File: config.mk
export PLATFORM = sky130hd
export DESIGN_NAME = des_iterative_core
export DESIGN_NICKNAME = d
export VERILOG_FILES = /design/src/rtl/des_pkg.sv /design/src/rtl/des_round.sv /design/src/rtl/des_iterative_core.sv
export SDC_FILE = /design/constraint.sdc
export NUM_CORES = 1
export LEC_CHECK = 0
export CAP_MARGIN = 10
export CORE_MARGIN = 10
export CORE_UTILIZATION = 47
export CTS_CLUSTER_DIAMETER = 30
export DETAILED_ROUTE_END_ITERATION = 10
export GPL_TIMING_DRIVEN = 1
export PLACE_DENSITY = 0.74
export SLEW_MARGIN = 20
export SYNTH_ARGS = -nofsm -noshare
export SYNTH_HDL_FRONTEND = slang
export SYNTH_SLANG_ARGS = --single-unit
File: constraint.sdc
create_clock -name clk -period 3.8 [get_ports clk]
set_input_delay 0.57 -clock clk [delete_from_list [all_inputs] [get_ports clk]]
set_output_delay 0.57 -clock clk [all_outputs]
set_load 0.02 [all_outputs]
File: src/rtl/des_pkg.sv
// des_pkg: DES permutation tables, S-boxes, key shift schedules and helpers
package des_pkg;

    typedef logic [31:0] half_t;
    typedef logic [47:0] subkey_t;
    typedef logic [27:0] cd_t;
    typedef enum logic {IDLE, RUN} state_t;

    localparam int IP [64] = '{
        58, 50, 42, 34, 26, 18, 10, 2, 60, 52, 44, 36, 28, 20, 12, 4,
        62, 54, 46, 38, 30, 22, 14, 6, 64, 56, 48, 40, 32, 24, 16, 8,
        57, 49, 41, 33, 25, 17, 9, 1, 59, 51, 43, 35, 27, 19, 11, 3,
        61, 53, 45, 37, 29, 21, 13, 5, 63, 55, 47, 39, 31, 23, 15, 7};

    localparam int FP [64] = '{
        40, 8, 48, 16, 56, 24, 64, 32, 39, 7, 47, 15, 55, 23, 63, 31,
        38, 6, 46, 14, 54, 22, 62, 30, 37, 5, 45, 13, 53, 21, 61, 29,
        36, 4, 44, 12, 52, 20, 60, 28, 35, 3, 43, 11, 51, 19, 59, 27,
        34, 2, 42, 10, 50, 18, 58, 26, 33, 1, 41, 9, 49, 17, 57, 25};

    localparam int E [48] = '{
        32, 1, 2, 3, 4, 5, 4, 5, 6, 7, 8, 9, 8, 9, 10, 11, 12, 13,
        12, 13, 14, 15, 16, 17, 16, 17, 18, 19, 20, 21, 20, 21, 22, 23, 24, 25,
        24, 25, 26, 27, 28, 29, 28, 29, 30, 31, 32, 1};

    localparam int P [32] = '{
        16, 7, 20, 21, 29, 12, 28, 17, 1, 15, 23, 26, 5, 18, 31, 10,
        2, 8, 24, 14, 32, 27, 3, 9, 19, 13, 30, 6, 22, 11, 4, 25};

    localparam int PC1 [56] = '{
        57, 49, 41, 33, 25, 17, 9, 1, 58, 50, 42, 34, 26, 18,
        10, 2, 59, 51, 43, 35, 27, 19, 11, 3, 60, 52, 44, 36,
        63, 55, 47, 39, 31, 23, 15, 7, 62, 54, 46, 38, 30, 22,
        14, 6, 61, 53, 45, 37, 29, 21, 13, 5, 28, 20, 12, 4};

    localparam int PC2 [48] = '{
        14, 17, 11, 24, 1, 5, 3, 28, 15, 6, 21, 10,
        23, 19, 12, 4, 26, 8, 16, 7, 27, 20, 13, 2,
        41, 52, 31, 37, 47, 55, 30, 40, 51, 45, 33, 48,
        44, 49, 39, 56, 34, 53, 46, 42, 50, 36, 29, 32};

    // Each S-box is stored row-major: entry = row * 16 + column.
    localparam int SBOX [8][64] = '{
        '{14, 4, 13, 1, 2, 15, 11, 8, 3, 10, 6, 12, 5, 9, 0, 7,
          0, 15, 7, 4, 14, 2, 13, 1, 10, 6, 12, 11, 9, 5, 3, 8,
          4, 1, 14, 8, 13, 6, 2, 11, 15, 12, 9, 7, 3, 10, 5, 0,
          15, 12, 8, 2, 4, 9, 1, 7, 5, 11, 3, 14, 10, 0, 6, 13},
        '{15, 1, 8, 14, 6, 11, 3, 4, 9, 7, 2, 13, 12, 0, 5, 10,
          3, 13, 4, 7, 15, 2, 8, 14, 12, 0, 1, 10, 6, 9, 11, 5,
          0, 14, 7, 11, 10, 4, 13, 1, 5, 8, 12, 6, 9, 3, 2, 15,
          13, 8, 10, 1, 3, 15, 4, 2, 11, 6, 7, 12, 0, 5, 14, 9},
        '{10, 0, 9, 14, 6, 3, 15, 5, 1, 13, 12, 7, 11, 4, 2, 8,
          13, 7, 0, 9, 3, 4, 6, 10, 2, 8, 5, 14, 12, 11, 15, 1,
          13, 6, 4, 9, 8, 15, 3, 0, 11, 1, 2, 12, 5, 10, 14, 7,
          1, 10, 13, 0, 6, 9, 8, 7, 4, 15, 14, 3, 11, 5, 2, 12},
        '{7, 13, 14, 3, 0, 6, 9, 10, 1, 2, 8, 5, 11, 12, 4, 15,
          13, 8, 11, 5, 6, 15, 0, 3, 4, 7, 2, 12, 1, 10, 14, 9,
          10, 6, 9, 0, 12, 11, 7, 13, 15, 1, 3, 14, 5, 2, 8, 4,
          3, 15, 0, 6, 10, 1, 13, 8, 9, 4, 5, 11, 12, 7, 2, 14},
        '{2, 12, 4, 1, 7, 10, 11, 6, 8, 5, 3, 15, 13, 0, 14, 9,
          14, 11, 2, 12, 4, 7, 13, 1, 5, 0, 15, 10, 3, 9, 8, 6,
          4, 2, 1, 11, 10, 13, 7, 8, 15, 9, 12, 5, 6, 3, 0, 14,
          11, 8, 12, 7, 1, 14, 2, 13, 6, 15, 0, 9, 10, 4, 5, 3},
        '{12, 1, 10, 15, 9, 2, 6, 8, 0, 13, 3, 4, 14, 7, 5, 11,
          10, 15, 4, 2, 7, 12, 9, 5, 6, 1, 13, 14, 0, 11, 3, 8,
          9, 14, 15, 5, 2, 8, 12, 3, 7, 0, 4, 10, 1, 13, 11, 6,
          4, 3, 2, 12, 9, 5, 15, 10, 11, 14, 1, 7, 6, 0, 8, 13},
        '{4, 11, 2, 14, 15, 0, 8, 13, 3, 12, 9, 7, 5, 10, 6, 1,
          13, 0, 11, 7, 4, 9, 1, 10, 14, 3, 5, 12, 2, 15, 8, 6,
          1, 4, 11, 13, 12, 3, 7, 14, 10, 15, 6, 8, 0, 5, 9, 2,
          6, 11, 13, 8, 1, 4, 10, 7, 9, 5, 0, 15, 14, 2, 3, 12},
        '{13, 2, 8, 4, 6, 15, 11, 1, 10, 9, 3, 14, 5, 0, 12, 7,
          1, 15, 13, 8, 10, 3, 7, 4, 12, 5, 6, 11, 0, 14, 9, 2,
          7, 11, 4, 1, 9, 12, 14, 2, 0, 6, 10, 13, 15, 3, 5, 8,
          2, 1, 14, 7, 4, 10, 8, 13, 15, 12, 9, 0, 3, 5, 6, 11}};

    // Rotation applied to C/D just before each round; decrypt walks the encrypt schedule backwards.
    localparam int ENC_SHIFT [16] = '{1, 1, 2, 2, 2, 2, 2, 2, 1, 2, 2, 2, 2, 2, 2, 1};
    localparam int DEC_SHIFT [16] = '{0, 1, 2, 2, 2, 2, 2, 2, 1, 2, 2, 2, 2, 2, 2, 1};

    // Tables number bits from 1 at the MSB, so source bit n maps to vector index W-n.
    function automatic logic [63:0] ip_perm(input logic [63:0] x);
        for (int i = 0; i < 64; i++) ip_perm[63 - i] = x[6'(64 - IP[i])];
    endfunction

    function automatic logic [63:0] fp_perm(input logic [63:0] x);
        for (int i = 0; i < 64; i++) fp_perm[63 - i] = x[6'(64 - FP[i])];
    endfunction

    function automatic subkey_t e_perm(input half_t x);
        for (int i = 0; i < 48; i++) e_perm[47 - i] = x[5'(32 - E[i])];
    endfunction

    function automatic half_t p_perm(input half_t x);
        for (int i = 0; i < 32; i++) p_perm[31 - i] = x[5'(32 - P[i])];
    endfunction

    function automatic logic [55:0] pc1_perm(input logic [63:0] x);
        for (int i = 0; i < 56; i++) pc1_perm[55 - i] = x[6'(64 - PC1[i])];
    endfunction

    function automatic subkey_t pc2_perm(input logic [55:0] x);
        for (int i = 0; i < 48; i++) pc2_perm[47 - i] = x[6'(56 - PC2[i])];
    endfunction

    // Row comes from the outer two bits, column from the inner four.
    function automatic logic [3:0] sbox(input logic [2:0] n, input logic [5:0] b);
        return 4'(SBOX[n][{b[5], b[0], b[4:1]}]);
    endfunction

    function automatic cd_t rotl(input cd_t x, input logic [1:0] n);
        return n[1] ? {x[25:0], x[27:26]} : n[0] ? {x[26:0], x[27]} : x;
    endfunction

    function automatic cd_t rotr(input cd_t x, input logic [1:0] n);
        return n[1] ? {x[1:0], x[27:2]} : n[0] ? {x[0], x[27:1]} : x;
    endfunction

    // DES wants odd parity in every key byte; flag any byte with even parity.
    function automatic logic parity_err(input logic [63:0] k);
        parity_err = 1'b0;
        for (int i = 0; i < 8; i++) parity_err |= ~^k[8 * i +: 8];
    endfunction

endpackage

File: src/rtl/des_round.sv
// des_round: one DES Feistel round (f-function plus XOR into the left half)
module des_round
    import des_pkg::*;
(
    input  half_t   l_i,
    input  half_t   r_i,
    input  subkey_t k_i,
    output half_t   l_o,
    output half_t   r_o
);

    subkey_t x;
    half_t   s;

    // Expand R, mix in the subkey and substitute through the eight S-boxes.
    always_comb begin
        x = e_perm(r_i) ^ k_i;
        s = '0;
        for (int i = 0; i < 8; i++) s[31 - 4 * i -: 4] = sbox(3'(i), x[47 - 6 * i -: 6]);
    end

    assign l_o = r_i;
    assign r_o = l_i ^ p_perm(s);

endmodule

File: src/rtl/des_iterative_core.sv
// des_iterative_core: iterative single-DES engine, one round per enabled clock.
// Optional DES_KEY_PARITY_EN adds key_parity_err reporting even-parity key bytes.
module des_iterative_core
    import des_pkg::*;
(
    input  logic        clk,
    input  logic        rst,
    input  logic        clk_en,
    input  logic [63:0] data_in,
    input  logic        data_en,
    input  logic [63:0] key_in,
    input  logic        mode_in,
    input  logic        key_en,
    output logic [63:0] data_out,
    output logic        des_busy,
    output logic        des_wr
`ifdef DES_KEY_PARITY_EN
    ,
    output logic        key_parity_err
`endif
);

    state_t      state_q;
    logic [3:0]  cnt_q;
    logic [55:0] key_q, cd_q, cd_d;
    logic        mode_q, wr_q;
    half_t       l_q, r_q, l_d, r_d;
    logic [63:0] dout_q;
    logic [1:0]  sh;
    logic [63:0] ip_in;

    assign sh    = 2'(mode_q ? DEC_SHIFT[cnt_q] : ENC_SHIFT[cnt_q]);
    assign cd_d  = mode_q ? {rotr(cd_q[55:28], sh), rotr(cd_q[27:0], sh)}
                          : {rotl(cd_q[55:28], sh), rotl(cd_q[27:0], sh)};
    assign ip_in = ip_perm(data_in);

    des_round u_round (
        .l_i (l_q),
        .r_i (r_q),
        .k_i (pc2_perm(cd_d)),
        .l_o (l_d),
        .r_o (r_d)
    );

    // Control FSM: key load and block start when idle, one round per enabled cycle when running.
    always_ff @(posedge clk) begin
        if (rst) begin
            state_q <= IDLE;
            cnt_q   <= '0;
            key_q   <= '0;
            cd_q    <= '0;
            mode_q  <= 1'b0;
            l_q     <= '0;
            r_q     <= '0;
            dout_q  <= '0;
            wr_q    <= 1'b0;
        end else if (clk_en) begin
            wr_q <= 1'b0;
            if (state_q == IDLE) begin
                if (key_en) begin
                    key_q  <= pc1_perm(key_in);
                    mode_q <= mode_in;
                end
                if (data_en) begin
                    l_q     <= ip_in[63:32];
                    r_q     <= ip_in[31:0];
                    cd_q    <= key_en ? pc1_perm(key_in) : key_q;
                    cnt_q   <= '0;
                    state_q <= RUN;
                end
            end else begin
                l_q   <= l_d;
                r_q   <= r_d;
                cd_q  <= cd_d;
                cnt_q <= cnt_q + 4'd1;
                if (cnt_q == 4'd15) begin
                    dout_q  <= fp_perm({r_d, l_d});
                    wr_q    <= 1'b1;
                    state_q <= IDLE;
                end
            end
        end
    end

`ifdef DES_KEY_PARITY_EN
    logic perr_q;

    // Parity status follows every accepted key load.
    always_ff @(posedge clk) begin
        if (rst) perr_q <= 1'b0;
        else if (clk_en && state_q == IDLE && key_en) perr_q <= parity_err(key_in);
    end

    assign key_parity_err = perr_q;
`endif

    assign data_out = dout_q;
    assign des_busy = (state_q == RUN);
    assign des_wr   = wr_q;

endmodule

=== After elaboration in Yosys (flattened, before gate mapping) ===
Memories as Yosys holds them, arrays and structs flattened.
Index checks and enable logic that the tools add are counted.

* Eq/ne operators: 2
* Reduce and logical (&&, ||, !) cells: 6
* Bitwise logic cells: 8
* Muxes and demuxes: 36
* Add/subtract/negate cells: 1
* $lt $le $gt $ge: 5

{| class="wikitable"
|+ Operators by type and width
! operator !! count
|-
| $mux 28 || 8
|-
| $mux 56 || 4
|-
| $mux 32 || 4
|-
| $mux 4 || 10
|-
| $xor 32x32->32 || 1
|-
| $ge 7x7->1 const B || 4
|-
| $not 6->7 || 4
|-
| $xor 24x24->24 || 1
|-
| $mux 2 || 5
|-
| $reduce_and 3->1 || 3
|-
| $ge 5x5->1 const B || 1
|-
| $mux 1 || 5
|-
| $not 4->5 || 1
|-
| $add 4x1->4 const B || 1
|-
| $eq 4x4->1 const B || 1
|-
| $reduce_and 2->1 || 2
|-
| $ne 3x1->1 const B || 1
|-
| $reduce_bool 2->1 || 1
|-
| $not 1->1 || 1
|}

* Word-level logic and storage cells: 74
* Output and inout bits: 66
* Bits in registers: 215
* Memories kept: 6
* Bits in read-only memories: 9216

{| class="wikitable"
|+ Memory list
! name !! depth !! width !! read ports !! clocked after Yosys merged registers in !! wr ports !! line !! text
|-
| (name not given) || 64 || 32 || 1 || 0 || 0 || des_pkg.sv:108 || <nowiki>return 4'(SBOX[n][{b[5], b[0], b[4:1]}]);</nowiki>
|-
| (name not given) || 64 || 32 || 1 || 0 || 0 || des_pkg.sv:108 ||
|-
| (name not given) || 64 || 32 || 1 || 0 || 0 || des_pkg.sv:108 ||
|-
| (name not given) || 64 || 32 || 1 || 0 || 0 || des_pkg.sv:108 ||
|-
| (name not given) || 16 || 32 || 1 || 0 || 0 || des_iterative_core.sv:32 || <nowiki>assign sh = 2'(mode_q ? DEC_SHIFT[cnt_q] : ENC_SHIFT[cnt_q]);</nowiki>
|-
| (name not given) || 16 || 32 || 1 || 0 || 0 || des_iterative_core.sv:32 ||
|}

=== Depth between registers and ports, before layout ===
Gate-level depths: netlist of run 1.

* Depth in word-level cells: 15
* Gate-level depth with buffers: 20
* Depth with buffers taken out: 17

=== Modules after synthesis ===
Synthesis of run 1 repeated with hierarchy kept, for this count alone.

* Cells, all modules: 1720
* Area total of the unflattened synthesis: 13310.3 µm²

{| class="wikitable"
|+ By module, submodules not included
! module !! area each (µm²) !! times used !! cells an instance
|-
| des_iterative_core || 10722.8 || 1 || 1363
|-
| des_round || 2587.5 || 1 || 357
|}

=== Least setup slack after synthesis of run 1 ===
No wires, ideal clock.

* Kind: register to register
* From: reg cnt_q[1]
* To: reg r_q[10]
* Library setup time: 0.117 ns
* Setup slack: -0.323 ns
* Clock period less this slack: 4.123 ns
* Data arrival time: 4.007 ns
* Path buffers: 1
* Required time: 3.683 ns
* Cell stages (with the launch flop): 18
* Cell sequence: dfxtp_1 > inv_1 > ha_1 > mux2_4 > a32oi_4 > buf_6 > nand2_1 > a311oi_1 > nor2_1 > xnor2_1 > ha_1 > inv_1 > nor3_2 > nor2_1 > o311ai_0 > a221oi_2 > xnor2_1 > a22o_1

* Word-level cells in the longest chain between the ends: 15
* Elaborated cells on any way between the ends: 20
* Those cells by class: mux (13); bitwise (4); memory (3)

{| class="wikitable"
|+ Ends and longest elaborated chain
! what !! line !! text
|-
| from (decl) || des_iterative_core.sv:24 || <nowiki>logic [3:0] cnt_q;</nowiki>
|-
| from (signal assigned) || des_iterative_core.sv:75 || <nowiki>cnt_q <= cnt_q + 4'd1;</nowiki>
|-
| $not 4->5 (not written as such) (*) || des_iterative_core.sv:32 ||
|-
| $mem_v2 16x32 || - ||
|-
| $mux 2 (not written as such) (2 in a row) || des_iterative_core.sv:32 ||
|-
| $mux 2 (*) || des_iterative_core.sv:32 ||
|-
| $mux 28 (on tied branches) (2 in a row) || des_pkg.sv:112, des_pkg.sv:116 ||
|-
| $mux 56 (*) || des_iterative_core.sv:33 || <nowiki>assign cd_d = mode_q ? {rotr(cd_q[55:28], sh), rotr(cd_q[27:0], sh)}</nowiki>
|-
| $xor 24x24->24 (*) || des_round.sv:17 || <nowiki>x = e_perm(r_i) ^ k_i;</nowiki>
|-
| $not 6->7 (not written as such) (*) || des_pkg.sv:108 ||
|-
| $mem_v2 64x32 (*) || - ||
|-
| $mux 4 (not written as such) (*) (2 in a row) || des_pkg.sv:108 ||
|-
| $xor 32x32->32 (*) || des_round.sv:23 || <nowiki>assign r_o = l_i ^ p_perm(s);</nowiki>
|-
| $mux 32 (*) || des_iterative_core.sv:59 || <nowiki>if (state_q == IDLE) begin</nowiki>
|-
| to (signal assigned) || des_iterative_core.sv:66 || <nowiki>r_q <= ip_in[31:0];</nowiki>
|-
| to (signal assigned) || des_iterative_core.sv:73 || <nowiki>r_q <= r_d;</nowiki>
|-
| to (decl) || des_iterative_core.sv:27 || <nowiki>half_t l_q, r_q, l_d, r_d;</nowiki>
|}

Every way passes the cells marked *; elsewhere a longest branch is shown, timed or not. The select of a mux whose other input is x is not followed.
A chain may end at the register's enable or synchronous reset.

=== Worst setup path in the final report of run 1 ===
* From: reg cnt_q[1]
* To: reg r_q[17]

Same word-level chain as after synthesis.

==> out/results.env, run 1 <==
STATUS='finished, final reports clean'
VIA_COUNT=9204
DETAILED_PLACE.AREA_UM2=10600
SYNTH.FF_LATCH_COUNT=129
DIE_AREA_UM2=25200
DP_HPWL_MM=20.3
LARGEST_DRIVER_FANOUT_ON_THE_CRITICAL_PATH=7
CLOCK_LATENCY_REPORTED_FOR_THE_LATE_SIDE_OF_THE_WORST_SKEW_PAIR_NS=0.43
COMBINATIONAL_CELL_FRACTION_OF_TOTAL_POWER_PCT=33.9
SYN2LAYOUT_AREA_GROWTH_PCT=30.9
POST_ROUTE_CELLS_DRIVE_ABOVE_1_SHARE_PCT=23.7
MAX_CAPACITANCE_VIOLATION_TOTAL=0
SLEW_VIOL_FINAL=0
DRCVIOLATIONCOUNT=0
SEQUENTIALPOWERSHARE_PCT=32.0
SYNTH_ASYNC_SR_FLOP_SHARE_PCT=0
REG2REG_SETUP_SLACK_NS=0.04
YOSYS.CELL_TYPES.COUNT=88
CRITPATHCAPTURETYPE='register'
CELL_INTERNAL_PWR_mW=3.06
DIE_H_UM=159
POWER.DENSITY_CELL_AREA_nW_PER_UM2=392
PERIOD_SHARE_PCT=99.1
CLOCK_TREE_FROM_TRITONCTS='yes'
CTS-HTREE-LEVELS=4
SYNTH_AREA_PER_CELL_UM2=7.99
GP_ROUTABILITY_CONGESTION=0.978
POSTROUTEWIRELENGTH_MM=28.6
WORST_PIN_SLEW_NS=0.863
SWITCHINGPOWER_mW=1.59
DIE_W_UM=159
ROOT_BUFFER='clkbuf_16'
SYNTH-EDFF-COUNT=0
SWITCHING_SHARE_PCT=34.2
SYN_AREA_UM2=9050
WORST-ENDPOINT-ARRIVAL_NS=4.08
DESIGN.PORTCOUNT=200
SYNTH.YOSYS.SEQ_AREA_SHARE_PCT=28.5
PEAKVDDDROP_mV=0.338
SYN_WARNINGS=0
WORSTPATHREQUIRED_NS=4.12
MAX_CLOCK_FREQ_MHz=266
VIAS_PER_CELL=5.86
CRITICALPATHCATEGORY='register to register'
FINAL-SETUP-VIOL-COUNT=0
CTS.CLK_SLEW.WORST_PATHS_NS=0.07
SHARE_OF_POWER_BURNED_IN_THE_CLOCK_NETWORK_PCT=34.1
WL_PER_CELL_UM=18.2
TOTAL_ROUTING_RESOURCE_UTILIZATION_AFTER_GLOBAL_ROUTING_PCT=20.9
CLOCK_TREE.BUFFER_DEPTH=2
POST_SYNTH_INST_COUNT=1133
DRT_PRE_ANTENNA_ITERS=7
ANTENNA_VIOLATING_NETS_POST_ROUTE=0
TIMING.FINAL.WS_SETUP_NS=0.0350
FIRST_GLOBAL_VIAS=8479
NFILLCELLS=1564
CLOCK_SINKS=129
TIMING.CRITICAL_PATH.FROM_TYPE='register'
POWER_LEAKAGE_nW=4.52
SETUP_TNS_NS=0
FINISH.CELL_COUNT_WITHOUT_FILLERS=1570
TIMING.CLOCK.SKEW_NS=0.0115
NETS=1462
GLOBALROUTE.TOTALOVERFLOW=0
DRT_ITER0_MARKERS=806
DP_CELLS=1512
GRT_ANTENNA_BEFORE_REPAIR=0
CORE_AREA_UM2=18800
PRE_CTS_WS_NS=-0.215
REPORT.POWER.TOTAL_mW=4.64
GRT_FIRST_PASS_WIRELENGTH_MM=44.3
FLOORPLAN.INITIALDENSITY_PCT=48.1
MAXSLEWHEADROOM_PCT=42.3
YS_DOMINANT_REG_CELL='dfxtp_1'
ROW_COUNT=50
FINALHOLDVIOLCOUNT=0
MIN-DELAY-PATH-CLASS='register to register'
CTS_MADE_BUFFERS=17
GRT_START_MAX_NET_PINS=55
DIODES=0
FINAL.MIN_CLOCK_PERIOD_NS=3.76
TOTAL_OF_BUFFERS_PLACED_ON_INPUT_AND_OUTPUT_PORTS=67
STDCELL_AREA_UM2=11900
RSZ0062_AT_GRT='true'
worst max-delay path, stage by stage, from the launching register on:
cell and delay [ns]:
dfxtp_2 0.36, inv_2 0.07, ha_4 0.16, mux2_4 0.29, a32oi_4 0.29, buf_8 0.18
mux2_4 0.30, mux4_2 0.58, xnor2_2 0.25, buf_4 0.16, nor2_4 0.03, or3_4 0.39
a31oi_4 0.18, a21oi_2 0.06, xor2_1 0.17, a22o_1 0.19
flip-flops by register name (all words and copies together) (netlist names):
signal,cells
r_q,25
cd_q,28
des_wr,1
l_q,16
data_out,25
mode_q,1
key_q,28
cnt_q,4
des_busy,1
kinds of logic after synthesis:
kind of cell    synth area share, %
xor+xnor                       4.91
mux                            6.44
fa+ha+maj                      4.28
buf+inv                        9.16
other cells                  0.0414
flops                          28.5
simple gates                   18.9
compound gates                 27.7
placed cells by master (no fill, tap or decap), types with 12 or more instances in the layout:
cell type,n
o211ai_1,30
ha_1,22
o21ai_0,30
buf_4,147
mux2i_1,38
a22oi_1,20
xor2_1,14
clkdlybuf4s50_1,66
xnor2_1,16
clkbuf_16,17
dfxtp_1,126
a21oi_1,89
nor2_1,114
nand2_1,128
and2_1,22
conb_1,39
a211oi_1,53
nand3_1,22
inv_1,23
nor3_1,12
cells in the mapped netlist, types with 5 or more instances:
cell	number	share of area (%)
a311oi_1	13	1.3
nor3b_1	11	0.91
a21o_1	5	0.41
nand3_1	22	1.2
a22oi_1	20	1.7
buf_2	15	0.83
dfxtp_1	129	29
buf_4	47	3.9
nand4_1	6	0.41
nor2b_1	6	0.41
nor2_1	122	5.1
o311ai_0	6	0.58
a221oi_1	7	0.68
o21ai_0	33	1.8
mux4_2	5	1.2
nor3_1	13	0.72
and2_1	22	1.5
clkbuf_1	44	1.8
nand2_1	133	5.5
a22o_1	9	0.87
or3_1	9	0.62
a21oi_1	91	5.0
ha_1	31	4.3
a31oi_1	11	0.76
xnor2_1	18	1.7
o22ai_1	8	0.55
a211o_1	8	0.77
xor2_1	14	1.4
buf_6	6	0.75
buf_1	12	0.50
a211oi_1	56	4.6
mux2i_1	38	4.2
inv_1	29	1.2
o211ai_1	30	2.5
nand2b_1	5	0.35
repair_timing:
action | in CTS | in global routing
pin swaps | 4 | 38
hold buffers | 0 | 0
gates resized for setup | 19 | 86
setup buffers | 4 | 22
setup endpoints to repair | 12 | 15
gates cloned | 0 | 0
cell type report:
cell class | count | area, um2 | share of cell area, %
Multi-Input combinational cell | 885 | 6220 | 52.4
Clock buffer | 19 | 433 | 3.65
Timing Repair Buffer | 231 | 2030 | 17.1
Sequential cell | 129 | 2590 | 21.8
Inverter | 33 | 134 | 1.13
Tap cell | 260 | 325 | 2.74
Clock inverter | 13 | 126 | 1.07
path summary, 6_finish.rpt:
| check | endpoint | cells after the start | startpoint |
|---|---|---|---|
| worst max-delay path | r_q[17] | 15 | cnt_q[1] |
| worst min-delay path | data_out[15] | 2 | r_q[30] |
| worst max register to register | r_q[17] | 15 | cnt_q[1] |
| worst min register to register | data_out[15] | 2 | r_q[30] |
metrics by stage:
stage	hold slack [ns]	utilization (%)
after detailed placement	0.435	56.4
after floorplan	0.421	-
after global placement	0.433	56.4
after CTS	0.451	59.9
after global routing	0.462	62.9
final	0.451	62.9
power groups by stage:
stage          Sequential [mW]  Clock [mW]  Combinational (mW)
4_1_cts                   1.48        1.59                1.41
2_1_floorplan             1.48           0               0.952
5_1_grt                   1.49        1.65                1.70
3_3_place_gp              1.51           0                1.36
6_report                  1.49        1.58                1.57
3_5_place_dp              1.51           0                1.38
metal layers:
| metal | part of all wire [%] | track usage [%] | vias up | wire length, um |
|---|---|---|---|---|
| met1 | 43 | 27.0 | 4439 | 12300 |
| met4 | 2.5 | 6.16 | 0 | 713 |
| li1 | - | - | 4365 | - |
| met5 | 0 | 0 | - | 0 |
| met3 | 6.5 | 4.13 | 55 | 1870 |
| met2 | 48 | 34.5 | 345 | 13700 |
Note: power is estimated with default switching activity, not from simulation.
==> run 2, diff against run 1 <==
--- a/config.mk
+++ b/config.mk
@@ -8,7 +8,6 @@
 export CAP_MARGIN = 10
 export CORE_MARGIN = 10
 export CORE_UTILIZATION = 47
-export CTS_CLUSTER_DIAMETER = 30
 export DETAILED_ROUTE_END_ITERATION = 10
 export GPL_TIMING_DRIVEN = 1
 export PLACE_DENSITY = 0.74
==> results of run 2 <==
Same layout as run 1: the final DEF is identical, and so are final timing and power.
==> run 3, diff against run 2 <==
--- a/config.mk
+++ b/config.mk
@@ -10,7 +10,7 @@
 export CORE_UTILIZATION = 47
 export DETAILED_ROUTE_END_ITERATION = 10
 export GPL_TIMING_DRIVEN = 1
-export PLACE_DENSITY = 0.74
+export PLACE_DENSITY = 0.78
 export SLEW_MARGIN = 20
 export SYNTH_ARGS = -nofsm -noshare
 export SYNTH_HDL_FRONTEND = slang
==> run 3 against run 2 <==
  * Setup slack got worse by 0.0011 ns
  * Register-to-register slack is essentially flat
  * Core utilization shrank 0.15 points
  * Critical path depth unchanged
  * Routed wire length grew 1.4%
  * First-iteration DRC count increased by 17%
  * Cell count shrank 0.76%
  * Clock-buffer cell count shrank 2
  * Flip-flop and latch count unchanged
  * Die area is the same
  * Cell area down 0.23%
  * Critical endpoint is now r_q[5]
  * Largest cell class unchanged
==> out/results.env, run 3 (synthesized netlist as in run 1, its figures left out) <==
STATUS='finished, final reports clean'  # unchanged
DETAILED_PLACE.AREA_UM2=10600  # about the same
CRIT_PATH_START='cnt_q[1]'  # unchanged
SWITCHING_SHARE_PCT=33.2  # was 34.2%
CORE_AREA_UM2=18800  # unchanged
TIMING.CRITICAL_PATH.FROM_TYPE='register'  # unchanged
TOTAL_OF_BUFFERS_PLACED_ON_INPUT_AND_OUTPUT_PORTS=67  # unchanged
MAX_CAPACITANCE_VIOLATION_TOTAL=0  # unchanged
NETS=1450  # was 1462
GP_ROUTABILITY_CONGESTION=0.982  # was 0.978
REG2REG_SETUP_SLACK_NS=0.03  # was 0.04 ns
CELL_INTERNAL_PWR_mW=3.21  # was 3.06 mW
WORST-ENDPOINT-ARRIVAL_NS=4.06  # was 4.08 ns
FINAL_UTIL_PCT=62.8  # was 62.9%
GRT_FIRST_PASS_WIRELENGTH_MM=44.5  # was 44.3 mm
DIE_H_UM=159  # unchanged
FINALHOLDVIOLCOUNT=0  # unchanged
DP_HPWL_MM=20.0  # was 20.3 mm
POSTROUTEWIRELENGTH_MM=29.0  # was 28.6 mm
FINAL.MIN_CLOCK_PERIOD_NS=3.77  # was 3.76 ns
WORST_PIN_SLEW_NS=0.946  # was 0.863 ns
GLOBALROUTE.TOTALOVERFLOW=0  # unchanged
WORSTPATHREQUIRED_NS=4.09  # was 4.12 ns
ANTENNA_VIOLATING_NETS_POST_ROUTE=0  # unchanged
REGTOREGSTARTPOINT='cnt_q[1]'  # unchanged
VIA_COUNT=9163  # was 9204
R2R_CELLS=15  # unchanged
ROOT_BUFFER='clkbuf_16'  # unchanged
CLOCK_TREE.BUFFER_DEPTH=2  # unchanged
DIE_W_UM=159  # unchanged
CRIT_END='r_q[5]'  # was r_q[17]
FINAL-SETUP-VIOL-COUNT=0  # unchanged
SLEW_VIOL_FINAL=0  # unchanged
SHARE_OF_POWER_BURNED_IN_THE_CLOCK_NETWORK_PCT=37.0  # was 34.1%
COMBINATIONAL_CELL_FRACTION_OF_TOTAL_POWER_PCT=32.1  # was 33.9%
FLOORPLAN.INITIALDENSITY_PCT=48.1  # unchanged
CTS_HOLD_FIX_BUFS=0  # unchanged
SEQUENTIALPOWERSHARE_PCT=30.9  # was 32.0%
VIAS_PER_CELL=5.88  # was 5.86
CTS.CLK_SLEW.WORST_PATHS_NS=0.06  # was 0.07 ns
PEAKVDDDROP_mV=0.357  # was 0.338 mV
TOTAL_ROUTING_RESOURCE_UTILIZATION_AFTER_GLOBAL_ROUTING_PCT=21.1  # was 20.9%
POST_ROUTE_CELLS_DRIVE_ABOVE_1_SHARE_PCT=23.7  # about the same
MIN-DELAY-PATH-CLASS='register to register'  # unchanged
LARGEST_DRIVER_FANOUT_ON_THE_CRITICAL_PATH=6  # was 7
SWITCHINGPOWER_mW=1.60  # was 1.59 mW
WL_PER_CELL_UM=18.6  # was 18.2 um
POWER.DENSITY_CELL_AREA_nW_PER_UM2=407  # was 392 nW/um2
MAX_CLOCK_FREQ_MHz=266  # about the same
TIMING.CLOCK.SKEW_NS=0.00660  # was 0.0115 ns
CLOCK_TREE_FROM_TRITONCTS='yes'  # unchanged
CRITPATHCAPTURETYPE='register'  # unchanged
DIE_AREA_UM2=25200  # unchanged
GRT_START_MAX_NET_PINS=53  # was 55
DRT_ITER0_MARKERS=942  # was 806
POWER_LEAKAGE_nW=4.48  # was 4.52 nW
CTS-HTREE-LEVELS=4  # unchanged
WORSTREG2REGEND='r_q[5]'  # was r_q[17]
LAYOUT.CELLS.MOST_COMMON_LIST='141 x buf_4, 126 x nand2_1, 126 x dfxtp_1'  # was 147 x buf_4, 128 x nand2_1, 126 x dfxtp_1
STDCELL_AREA_UM2=11800  # was 11900 um2
DRCVIOLATIONCOUNT=0  # unchanged
GRT_ANTENNA_BEFORE_REPAIR=0  # unchanged
HOLD_PATH_DEPTH=1  # was 2
MAXSLEWHEADROOM_PCT=36.7  # was 42.3%
CLOCK_LATENCY_REPORTED_FOR_THE_LATE_SIDE_OF_THE_WORST_SKEW_PAIR_NS=0.43  # about the same
ROW_COUNT=50  # unchanged
CTS_MADE_BUFFERS=17  # unchanged
SYN2LAYOUT_AREA_GROWTH_PCT=30.6  # was 30.9%
CLOCK_SINKS=129  # unchanged
DRT_PRE_ANTENNA_ITERS=8  # was 7
RSZ0062_AT_GRT='true'  # unchanged
PERIOD_SHARE_PCT=99.1  # about the same
FIRST_GLOBAL_VIAS=8357  # was 8479
MOSTFREQUENTLAYOUTCELL='buf_4'  # unchanged
LARGEST_REGISTERS='cd_q: 28 flops, key_q: 28 flops'  # unchanged
CRITICALPATHCATEGORY='register to register'  # unchanged
DESIGN.PORTCOUNT=200  # unchanged
DIODES=0  # unchanged
run 3: cell types whose count changed in the layout (fill, tap and decap cells not counted), sizes merged:
cell / delta
buf: -12
clkbuf: -2
inv: -2
clkinv: +3
bufinv: +3
clkinvlp: -2
run 3: worst min-delay path by stage:
stage,endpoint,startpoint,slack [ns]
floorplan,key_q[12],key_q[12],0.42
global placement,key_q[7],key_q[7],0.43
detailed placement,key_q[23],key_q[23],0.44
CTS,data_out[15],r_q[30],0.45
global route,key_q[14],key_q[14],0.46
finish,key_q[14],key_q[14],0.45
run 3: area by class of cell:
type	count	area, um2
flip-flops and latches	129	2590
inverters	33	129
clock buffers	17	425
clock inverters	15	206
well taps	260	325
repair buffers	219	1900
multi-input cells	885	6250
fillers	1543	7010
run 3: power groups by stage:
stage	Combinational (mW)	Clock [mW]	Sequential, mW
3_5_place_dp	1.37	0	1.51
5_1_grt	1.66	1.85	1.49
2_1_floorplan	0.952	0	1.48
4_1_cts	1.40	1.79	1.48
3_3_place_gp	1.36	0	1.51
6_report	1.54	1.78	1.49
run 3: per-stage QoR:
| stage | power [mW] | std cells | setup WS (ns) | TNS, ns | hold slack [ns] |
|---|---|---|---|---|---|
| detailed placement | 2.88 | 1510 | -0.158 | -0.868 | 0.435 |
| finish | 4.81 | 1558 | 0.0340 | 0 | 0.450 |
| floorplan | 2.43 | 1171 | 0.0319 | 0 | 0.421 |
| global route | 5.00 | 1558 | -0.128 | -0.694 | 0.463 |
| global placement | 2.87 | 1510 | -0.0573 | -0.202 | 0.433 |
| CTS | 4.68 | 1546 | -0.0197 | -0.0197 | 0.454 |
run 3: worst max-delay path, stage by stage, from the launching register on:
cell and delay, ns:
dfxtp_4 0.38, inv_4 0.05, ha_4 0.15, mux2_4 0.30, a32oi_4 0.29, buf_6 0.18
mux2_4 0.29, mux4_2 0.61, xnor2_4 0.29, nand2_2 0.11, a211o_1 0.27, and3_4 0.17
o21ai_2 0.15, buf_6 0.13, xor2_1 0.15, a211oi_1 0.08
run 3: repair_timing:
| item | in CTS | in global routing |
|---|---|---|
| cloned | 0 | 1 |
| endpoints found under the setup margin | 13 | 16 |
| gates resized for setup | 13 | 94 |
| pin swaps | 4 | 40 |
| setup buffers | 4 | 15 |
run 3: routing by layer:
metal	global-route usage, %	part of all wire (%)	up-vias	wire, um
met4	6.46	2.6	0	758
met3	4.54	8.1	59	2350
li1	-	-	4345	-
met5	0	0	-	0
met2	34.3	48	409	13900
met1	27.2	41	4350	12000
